`config.mk`:
```
export PLATFORM = sky130hd
export DESIGN_NAME = alu_issue_ctrl
export DESIGN_NICKNAME = d
export VERILOG_FILES = /design/src/rtl/alu_pkg.sv /design/src/rtl/alu_regfile.sv /design/src/rtl/alu_issue_ctrl.sv
export SDC_FILE = /design/constraint.sdc
export NUM_CORES = 1
export LEC_CHECK = 0
export BUFFER_PORTS_ARGS = -buffer_cell sky130_fd_sc_hd__buf_2
export CAP_MARGIN = 5
export CORE_ASPECT_RATIO = 2
export CORE_UTILIZATION = 50
export DETAILED_ROUTE_END_ITERATION = 12
export PLACE_DENSITY_LB_ADDON = 0.25
export SKIP_CTS_REPAIR_TIMING = 1
export SYNTH_ARGS = -nofsm -noshare
export SYNTH_HDL_FRONTEND = slang
export SYNTH_SLANG_ARGS = --single-unit
```
`constraint.sdc`:
```
create_clock -name clk -period 2.7 [get_ports clk]
set_clock_uncertainty 0.1 [all_clocks]
set_input_delay 0.405 -clock clk [delete_from_list [all_inputs] [get_ports clk]]
set_output_delay 0.405 -clock clk [all_outputs]
set_load 0.005 [all_outputs]
```
`src/rtl/alu_pkg.sv`:
```
// alu_pkg: shared opcodes, issue FSM states and flag-selection helpers for the ALU front-end
package alu_pkg;
    localparam logic [3:0] OP_LOAD      = 4'd0;
    localparam logic [3:0] OP_ADD       = 4'd1;
    localparam logic [3:0] OP_ADD_CARRY = 4'd2;
    localparam logic [3:0] OP_SUB       = 4'd3;
    localparam logic [3:0] OP_INC       = 4'd4;
    localparam logic [3:0] OP_DEC       = 4'd5;
    localparam logic [3:0] OP_AND       = 4'd6;
    localparam logic [3:0] OP_NOT       = 4'd7;
    localparam logic [3:0] OP_ROL       = 4'd8;
    localparam logic [3:0] OP_ROR       = 4'd9;

    typedef enum logic [1:0] {
        S_IDLE,
        S_EXEC,
        S_WB
    } state_t;

    function automatic logic uses_carry(input logic [3:0] op);
        return op == OP_ADD || op == OP_ADD_CARRY || op == OP_INC;
    endfunction

    function automatic logic uses_borrow(input logic [3:0] op);
        return op == OP_SUB || op == OP_DEC;
    endfunction
endpackage

```
`src/rtl/alu_regfile.sv`:
```
// alu_regfile: register file with two captured read ports, one write port and a combinational debug port
module alu_regfile #(
    parameter  int BUS_WIDTH = 8,
    parameter  int NUM_REGS  = 4,
    localparam int REG_AW    = $clog2(NUM_REGS)
) (
    input  logic                 clk,
    input  logic                 rst,
    input  logic                 i_rd_en,
    input  logic [REG_AW-1:0]    i_ra,
    input  logic [REG_AW-1:0]    i_rb,
    output logic [BUS_WIDTH-1:0] o_rd_a,
    output logic [BUS_WIDTH-1:0] o_rd_b,
    input  logic                 i_we,
    input  logic [REG_AW-1:0]    i_wa,
    input  logic [BUS_WIDTH-1:0] i_wd,
    input  logic [REG_AW-1:0]    i_dbg_addr,
    output logic [BUS_WIDTH-1:0] o_dbg_data
);
    logic [BUS_WIDTH-1:0] r_mem [NUM_REGS];

    // Storage clear, write-back, and operand capture held until the next accept
    always_ff @(posedge clk) begin
        if (rst) begin
            for (int i = 0; i < NUM_REGS; i++) r_mem[i] <= '0;
            o_rd_a <= '0;
            o_rd_b <= '0;
        end else begin
            if (i_we) r_mem[i_wa] <= i_wd;
            if (i_rd_en) begin
                o_rd_a <= r_mem[i_ra];
                o_rd_b <= r_mem[i_rb];
            end
        end
    end

    assign o_dbg_data = r_mem[i_dbg_addr];
endmodule

```
`src/rtl/alu_issue_ctrl.sv`:
```
// alu_issue_ctrl: three-cycle issue/execute/write-back sequencer in front of the combinational ALU
module alu_issue_ctrl
    import alu_pkg::*;
#(
    parameter  int BUS_WIDTH = 8,
    parameter  int NUM_REGS  = 4,
    localparam int REG_AW    = $clog2(NUM_REGS)
) (
    input  logic                 clk,
    input  logic                 rst,
    input  logic                 instr_valid,
    output logic                 instr_ready,
    input  logic [3:0]           instr_op,
    input  logic [REG_AW-1:0]    instr_rd,
    input  logic [REG_AW-1:0]    instr_ra,
    input  logic [REG_AW-1:0]    instr_rb,
    input  logic [BUS_WIDTH-1:0] instr_imm,
    output logic [BUS_WIDTH-1:0] alu_a,
    output logic [BUS_WIDTH-1:0] alu_b,
    output logic [3:0]           alu_opcode,
    output logic                 alu_carry_in,
    input  logic [BUS_WIDTH-1:0] alu_y,
    input  logic                 alu_carry_out,
    input  logic                 alu_borrow,
    input  logic                 alu_zero,
    input  logic                 alu_parity,
    input  logic                 alu_invalid_op,
    output logic                 done_valid,
    output logic [BUS_WIDTH-1:0] done_result,
    output logic                 done_err,
    output logic                 flag_c,
    output logic                 flag_z,
    output logic                 flag_p,
    output logic                 err_sticky,
    input  logic [REG_AW-1:0]    dbg_addr,
    output logic [BUS_WIDTH-1:0] dbg_data
);
    state_t               r_state;
    logic [3:0]           r_op;
    logic [REG_AW-1:0]    r_rd;
    logic [BUS_WIDTH-1:0] r_imm;
    logic [BUS_WIDTH-1:0] r_y;
    logic                 r_co;
    logic                 r_bo;
    logic                 r_z;
    logic                 r_p;
    logic                 r_inv;
    logic                 w_accept;
    logic                 w_load;
    logic                 w_we;
    logic [BUS_WIDTH-1:0] w_wdata;

    assign instr_ready = r_state == S_IDLE;
    assign w_accept    = instr_ready && instr_valid;
    assign w_load      = r_op == OP_LOAD;
    assign w_we        = r_state == S_WB && (w_load || !r_inv);
    assign w_wdata     = w_load ? r_imm : r_y;

    alu_regfile #(
        .BUS_WIDTH(BUS_WIDTH),
        .NUM_REGS (NUM_REGS)
    ) u_rf (
        .clk       (clk),
        .rst       (rst),
        .i_rd_en   (w_accept),
        .i_ra      (instr_ra),
        .i_rb      (instr_rb),
        .o_rd_a    (alu_a),
        .o_rd_b    (alu_b),
        .i_we      (w_we),
        .i_wa      (r_rd),
        .i_wd      (w_wdata),
        .i_dbg_addr(dbg_addr),
        .o_dbg_data(dbg_data)
    );

    // Sequencer: accept and present operands, capture ALU outputs, then retire with flag update and done pulse
    always_ff @(posedge clk) begin
        if (rst) begin
            r_state      <= S_IDLE;
            r_op         <= OP_LOAD;
            r_rd         <= '0;
            r_imm        <= '0;
            r_y          <= '0;
            r_co         <= 1'b0;
            r_bo         <= 1'b0;
            r_z          <= 1'b0;
            r_p          <= 1'b0;
            r_inv        <= 1'b0;
            alu_opcode   <= '0;
            alu_carry_in <= 1'b0;
            flag_c       <= 1'b0;
            flag_z       <= 1'b0;
            flag_p       <= 1'b0;
            err_sticky   <= 1'b0;
            done_valid   <= 1'b0;
            done_err     <= 1'b0;
            done_result  <= '0;
        end else begin
            done_valid  <= 1'b0;
            done_err    <= 1'b0;
            done_result <= '0;
            case (r_state)
                S_IDLE: if (instr_valid) begin
                    r_op         <= instr_op;
                    r_rd         <= instr_rd;
                    r_imm        <= instr_imm;
                    alu_opcode   <= instr_op;
                    alu_carry_in <= flag_c;
                    r_state      <= S_EXEC;
                end
                S_EXEC: begin
                    r_y     <= alu_y;
                    r_co    <= alu_carry_out;
                    r_bo    <= alu_borrow;
                    r_z     <= alu_zero;
                    r_p     <= alu_parity;
                    r_inv   <= alu_invalid_op;
                    r_state <= S_WB;
                end
                S_WB: begin
                    r_state     <= S_IDLE;
                    done_valid  <= 1'b1;
                    done_err    <= !w_we;
                    done_result <= w_we ? w_wdata : '0;
                    err_sticky  <= err_sticky | !w_we;
                    if (w_we && !w_load) begin
                        flag_z <= r_z;
                        flag_p <= r_p;
                        flag_c <= uses_carry(r_op) ? r_co : uses_borrow(r_op) ? r_bo : flag_c;
                    end
                end
                default: r_state <= S_IDLE;
            endcase
        end
    end
endmodule

```
==> results <==
- The worst-path maximum fanout is 18.
- Buffers placed on the I/O ports in this run total a little under 80.
- The launch point of the worst reg-to-reg path is r_op[0]$_SDFFE_PP0P_.
- Walking the worst path, the cells encountered are nor4_4, buf_4, nand2b_1, a41o_1.
- Combinational cells account for roughly 10% of the total power.
- The repair_antennas step left the layout with diodes totalling 0.
- The required time reported for the critical path endpoint is approximately 2600 ps.
- The vertical extent of the die is 126.7 um.
- At the pin with the least slew margin, the transition time is about 650 ps.
- The number of remaining DRC errors is 0.
- The count of unique library cells instantiated by Yosys is 29.
- During synthesis, Yosys emitted a total of 0 warnings.
- The most common cell after layout, fill and taps aside is sky130_fd_sc_hd__nand2_1.
- The die area is slightly above 8000 sq um.
- The library cells used most frequently in the layout, excluding fill and tap cells, are sky130_fd_sc_hd__nand2_1 (91), sky130_fd_sc_hd__buf_2 (79), sky130_fd_sc_hd__dfxtp_1 (60).
- The net switching power of the design is between 0.0007 and 0.0008 W.
- The aggregate negative setup slack is 0 ps.
- Wires add up to slightly below 9 mm.
- The synthesized instance count is ~370.
- The setup violation total in the final timing report is 0.
- The end of the worst register-to-register path is u_rf.r_mem[3][4]$_DFFE_PP_.
- The later-pin clock latency in the skew report is approximately 340 ps.
- The worst setup slack for register-to-register paths is 610 ps.
- The worst-case IR drop observed on VDD is about 0.56 mV.
- For this run, the top clock speed supported by timing is between 400 and 500 MHz.
- The count of nets after finishing is approximately 480.
- The endpoint of the worst hold path is r_imm[0]$_SDFFE_PP0P_.
- Across all layers, the routed design uses about 2900 vias.
- Summing the sequential cell areas from Yosys gives around 56% of the chip area.
- Across the run, the number of max-cap violations was 0.
- The number of buffers and inverters on the critical path is 1.
- The nature of the critical path endpoint is a flip-flop.
- The number of antenna violations at the first check in global routing was 0.
- Entering global routing, the biggest net connects 33 pins.
- The initial DRC count is 207.
- By startpoint and endpoint, the worst setup path is classified as flip-flop to flip-flop.
- The hold path startpoint is instr_imm[0].
- The number of H-tree levels is 3.
- Registers are responsible for 50.4% of the overall power.
- The aggregate global-route resource usage is around a quarter.
- The run finished with clean final reports.
- The sequential cell area is between 2000 and 2500 sq um.
- On the worst path, the slowest cell contributes a delay of 450 ps.
- The overflow left after global routing is 0.
- TritonCTS built the clock tree.
- For the worst flop-to-flop path, the logic depth is 4.
- The multi-input gate area in the final layout is ~1600 sq um.
- Dividing the detail-routed via count by the number of cells gives between 5 and 6.
- The post-route non-filler standard cell count is 540.
- The number of buffers created by CTS is 9.
- The wire length of the first global-routing pass is around 14 mm.
- The areal power density over the cells is 657.9 nW/um^2.
- Setup repair after global routing left no endpoint under its margin.
- The relative slew slack is a little under three fifths.
- The final hold violation count is 0.
- The post-synthesis instance area is 3885 sq um.
- CTS placed an instance of sky130_fd_sc_hd__clkbuf_16 at the clock tree root.
- The max-slew violation total from the final report was 0.
- The total number of placement rows is 45.
- In this run the horizontal extent of the chip is about 64 um.
- Counting flops and latches in the post-synthesis netlist gives 92.
- The first TritonRoute pass finished after 4 iterations.
- In the finished design, the share of the clock period the worst path needs comes to between 70 and 80%.
- Along the worst hold path, the cell count comes to 3.
- The routing usage on met3 is between 4 and 5%.
- The via count of the first global-routing pass is around 2900.
- The clock network accounts for between 30% and 40% of the total power.
- The count of clock tree sinks is 92.
- The routed design could run at a clock period as short as about 2100 ps.
- The filler cell count in the final layout is 674.
- The critical path runs through a total of 4 cells.
- STA classifies the critical path startpoint as a flip-flop.
- For this run, global-route usage on met2 was measured as between 40 and 50%.
- The slowest stage of the critical path is the sky130_fd_sc_hd__a41o_1 cell.
- Cells with a size suffix above 1 make up 28.92% of the layout.
- The post-synthesis to final-layout area growth is 19.10%.
- The number of nets with antenna violations after routing is 0.
- The leakage power is around 1.8 nW.
- Once placement completed, the tool counted placed cells totaling 524.
- For the worst setup path, the data arrival time is 1990 ps.
- The final RePlAce weighted congestion is between 0.8 and 0.9.
- The net switching share of the total power is approximately a quarter.
- The longest clock path from root to sink contains 2 buffers.
- The family with the most delay on the worst path is simple AND/OR/NAND/NOR gates.
- After clock tree synthesis, the clock-pin slew on the worst setup and hold paths is about 60 ps.
- The placed wire-length estimate is ~6.7 mm.
- The per-instance average area after synthesis is ~10 sq um.
- Once the floorplan was initialized, standard cells occupied around 51% of the core.
- The average wire per standard cell is roughly 16 um.
- The number of nets in the synthesized netlist is around 410.
- For met1 alone, demand over resource in global routing was ~27%.
- The placeable core area is between 7000 and 8000 sq um.
- The classification of the worst-slack hold path is primary input to flip-flop.
- The global routing stage identified its most utilized layer as met2.
- The count of boundary I/O pins is 80.
- Internal power comes to about 0.0023 W.
==> per-layer routing <==
layer	share of wire, %	vias up
met5	0	-
met4	2.3	0
met3	4.7	13
met2	55	79
met1	38	1379
li1	-	1428
==> final cells by class <==
type	count	share of cell area, %
inverter	2	0.1622
multi-input combinational	250	34.61
tap	94	2.542
clock buffer	13	5.868
timing repair buffer	86	9.681
sequential	92	46.73
clock inverter	3	0.4056
==> tightest hold or removal path: cells and delay by family <==
kind	cells	cell delay, ps
compound gates	1	50
simple gates	1	40
buf+inv	1	100
==> power groups by stage <==
stage	clock [W]	sequential, W	combinational (W)
global route	0.00128	0.00154	0.000338
finish	0.00120	0.00153	0.000306
global placement	0	0.00156	0.000303
detailed placement	0	0.00156	0.000308
floorplan	0	0.00155	0.000204
CTS	0.00123	0.00153	0.000309
==> worst max-delay path by stage <==
stage / from / to / slack (ps)
finish: r_op[0]$_SDFFE_PP0P_ / u_rf.r_mem[3][4]$_DFFE_PP_ / 610
global route: r_op[3]$_SDFFE_PP0P_ / u_rf.r_mem[2][7]$_SDFFCE_PN0P_ / 520
CTS: r_op[0]$_SDFFE_PP0P_ / u_rf.r_mem[3][0]$_DFFE_PP_ / 610
detailed placement: r_op[0]$_SDFFE_PP0P_ / u_rf.r_mem[3][1]$_DFFE_PP_ / 630
global placement: rst / u_rf.r_mem[0][2]$_SDFFCE_PN0P_ / 700
floorplan: r_op[3]$_SDFFE_PP0P_ / u_rf.r_mem[2][0]$_SDFFCE_PN0P_ / 670
==> cells in the mapped netlist <==
cell type	count	area [sq um]
sky130_fd_sc_hd__a211o_1	1	8.760
sky130_fd_sc_hd__a21o_1	1	7.510
sky130_fd_sc_hd__a21oi_1	51	255.2
sky130_fd_sc_hd__a21oi_2	3	26.28
sky130_fd_sc_hd__a41o_1	2	20.02
sky130_fd_sc_hd__and2_1	1	6.260
sky130_fd_sc_hd__buf_1	4	15.01
sky130_fd_sc_hd__buf_2	7	35.03
sky130_fd_sc_hd__buf_4	1	7.510
sky130_fd_sc_hd__clkbuf_1	15	56.30
sky130_fd_sc_hd__dfxtp_1	60	1201
sky130_fd_sc_hd__edfxtp_1	32	960.9
sky130_fd_sc_hd__inv_1	2	7.510
sky130_fd_sc_hd__mux2i_1	2	20.02
sky130_fd_sc_hd__mux4_2	24	540.5
sky130_fd_sc_hd__nand2_1	91	341.6
sky130_fd_sc_hd__nand2b_1	5	31.28
sky130_fd_sc_hd__nand3_1	2	10.01
sky130_fd_sc_hd__nor2_1	48	180.2
sky130_fd_sc_hd__nor2b_1	2	12.51
sky130_fd_sc_hd__nor3b_1	8	60.06
sky130_fd_sc_hd__nor4_4	1	21.27
sky130_fd_sc_hd__nor4b_1	1	8.760
sky130_fd_sc_hd__o211ai_1	1	7.510
sky130_fd_sc_hd__o21ai_0	1	5.000
sky130_fd_sc_hd__o21ba_2	1	10.01
sky130_fd_sc_hd__o21bai_1	1	7.510
sky130_fd_sc_hd__o31ai_1	2	15.01
sky130_fd_sc_hd__or3_1	1	6.260
==> cell families (layout without fill, tap and decap cells) <==
group,Yosys count,in the layout,synth area share (%)
simple gates,160,160,17.46
compound gates,64,64,9.340
mux,26,26,14.43
buf+inv,29,104,3.124
flops,92,92,55.65
==> flip-flops by register name (all words and copies together), names as in the netlist <==
signal        cells
r_state           2
u_rf.r_mem       32
flag_z            1
r_bo              1
r_rd              2
err_sticky        1
alu_carry_in      1
r_op              4
r_inv             1
r_z               1
done_result       8
r_p               1
r_imm             8
u_rf.o_rd_b       8
flag_c            1
done_err          1
flag_p            1
done_valid        1
u_rf.o_rd_a       8
r_co              1
r_y               8
==> stage by stage <==
stage	instance area [sq um]	hold WS [ps]	setup WS (ps)	util, %	total power, W
2_1_floorplan	3885	331.5	669.4	-	0.001753
3_3_place_gp	4337	339.0	697.3	57.48	0.001862
3_5_place_dp	4337	346.3	627.0	57.48	0.001870
4_1_cts	4627	190.1	608.6	61.33	0.003068
5_1_grt	4627	209.5	515.7	61.33	0.003156
6_report	4627	200.1	613.6	61.33	0.003044
Note: power is estimated with default switching activity, not from simulation.
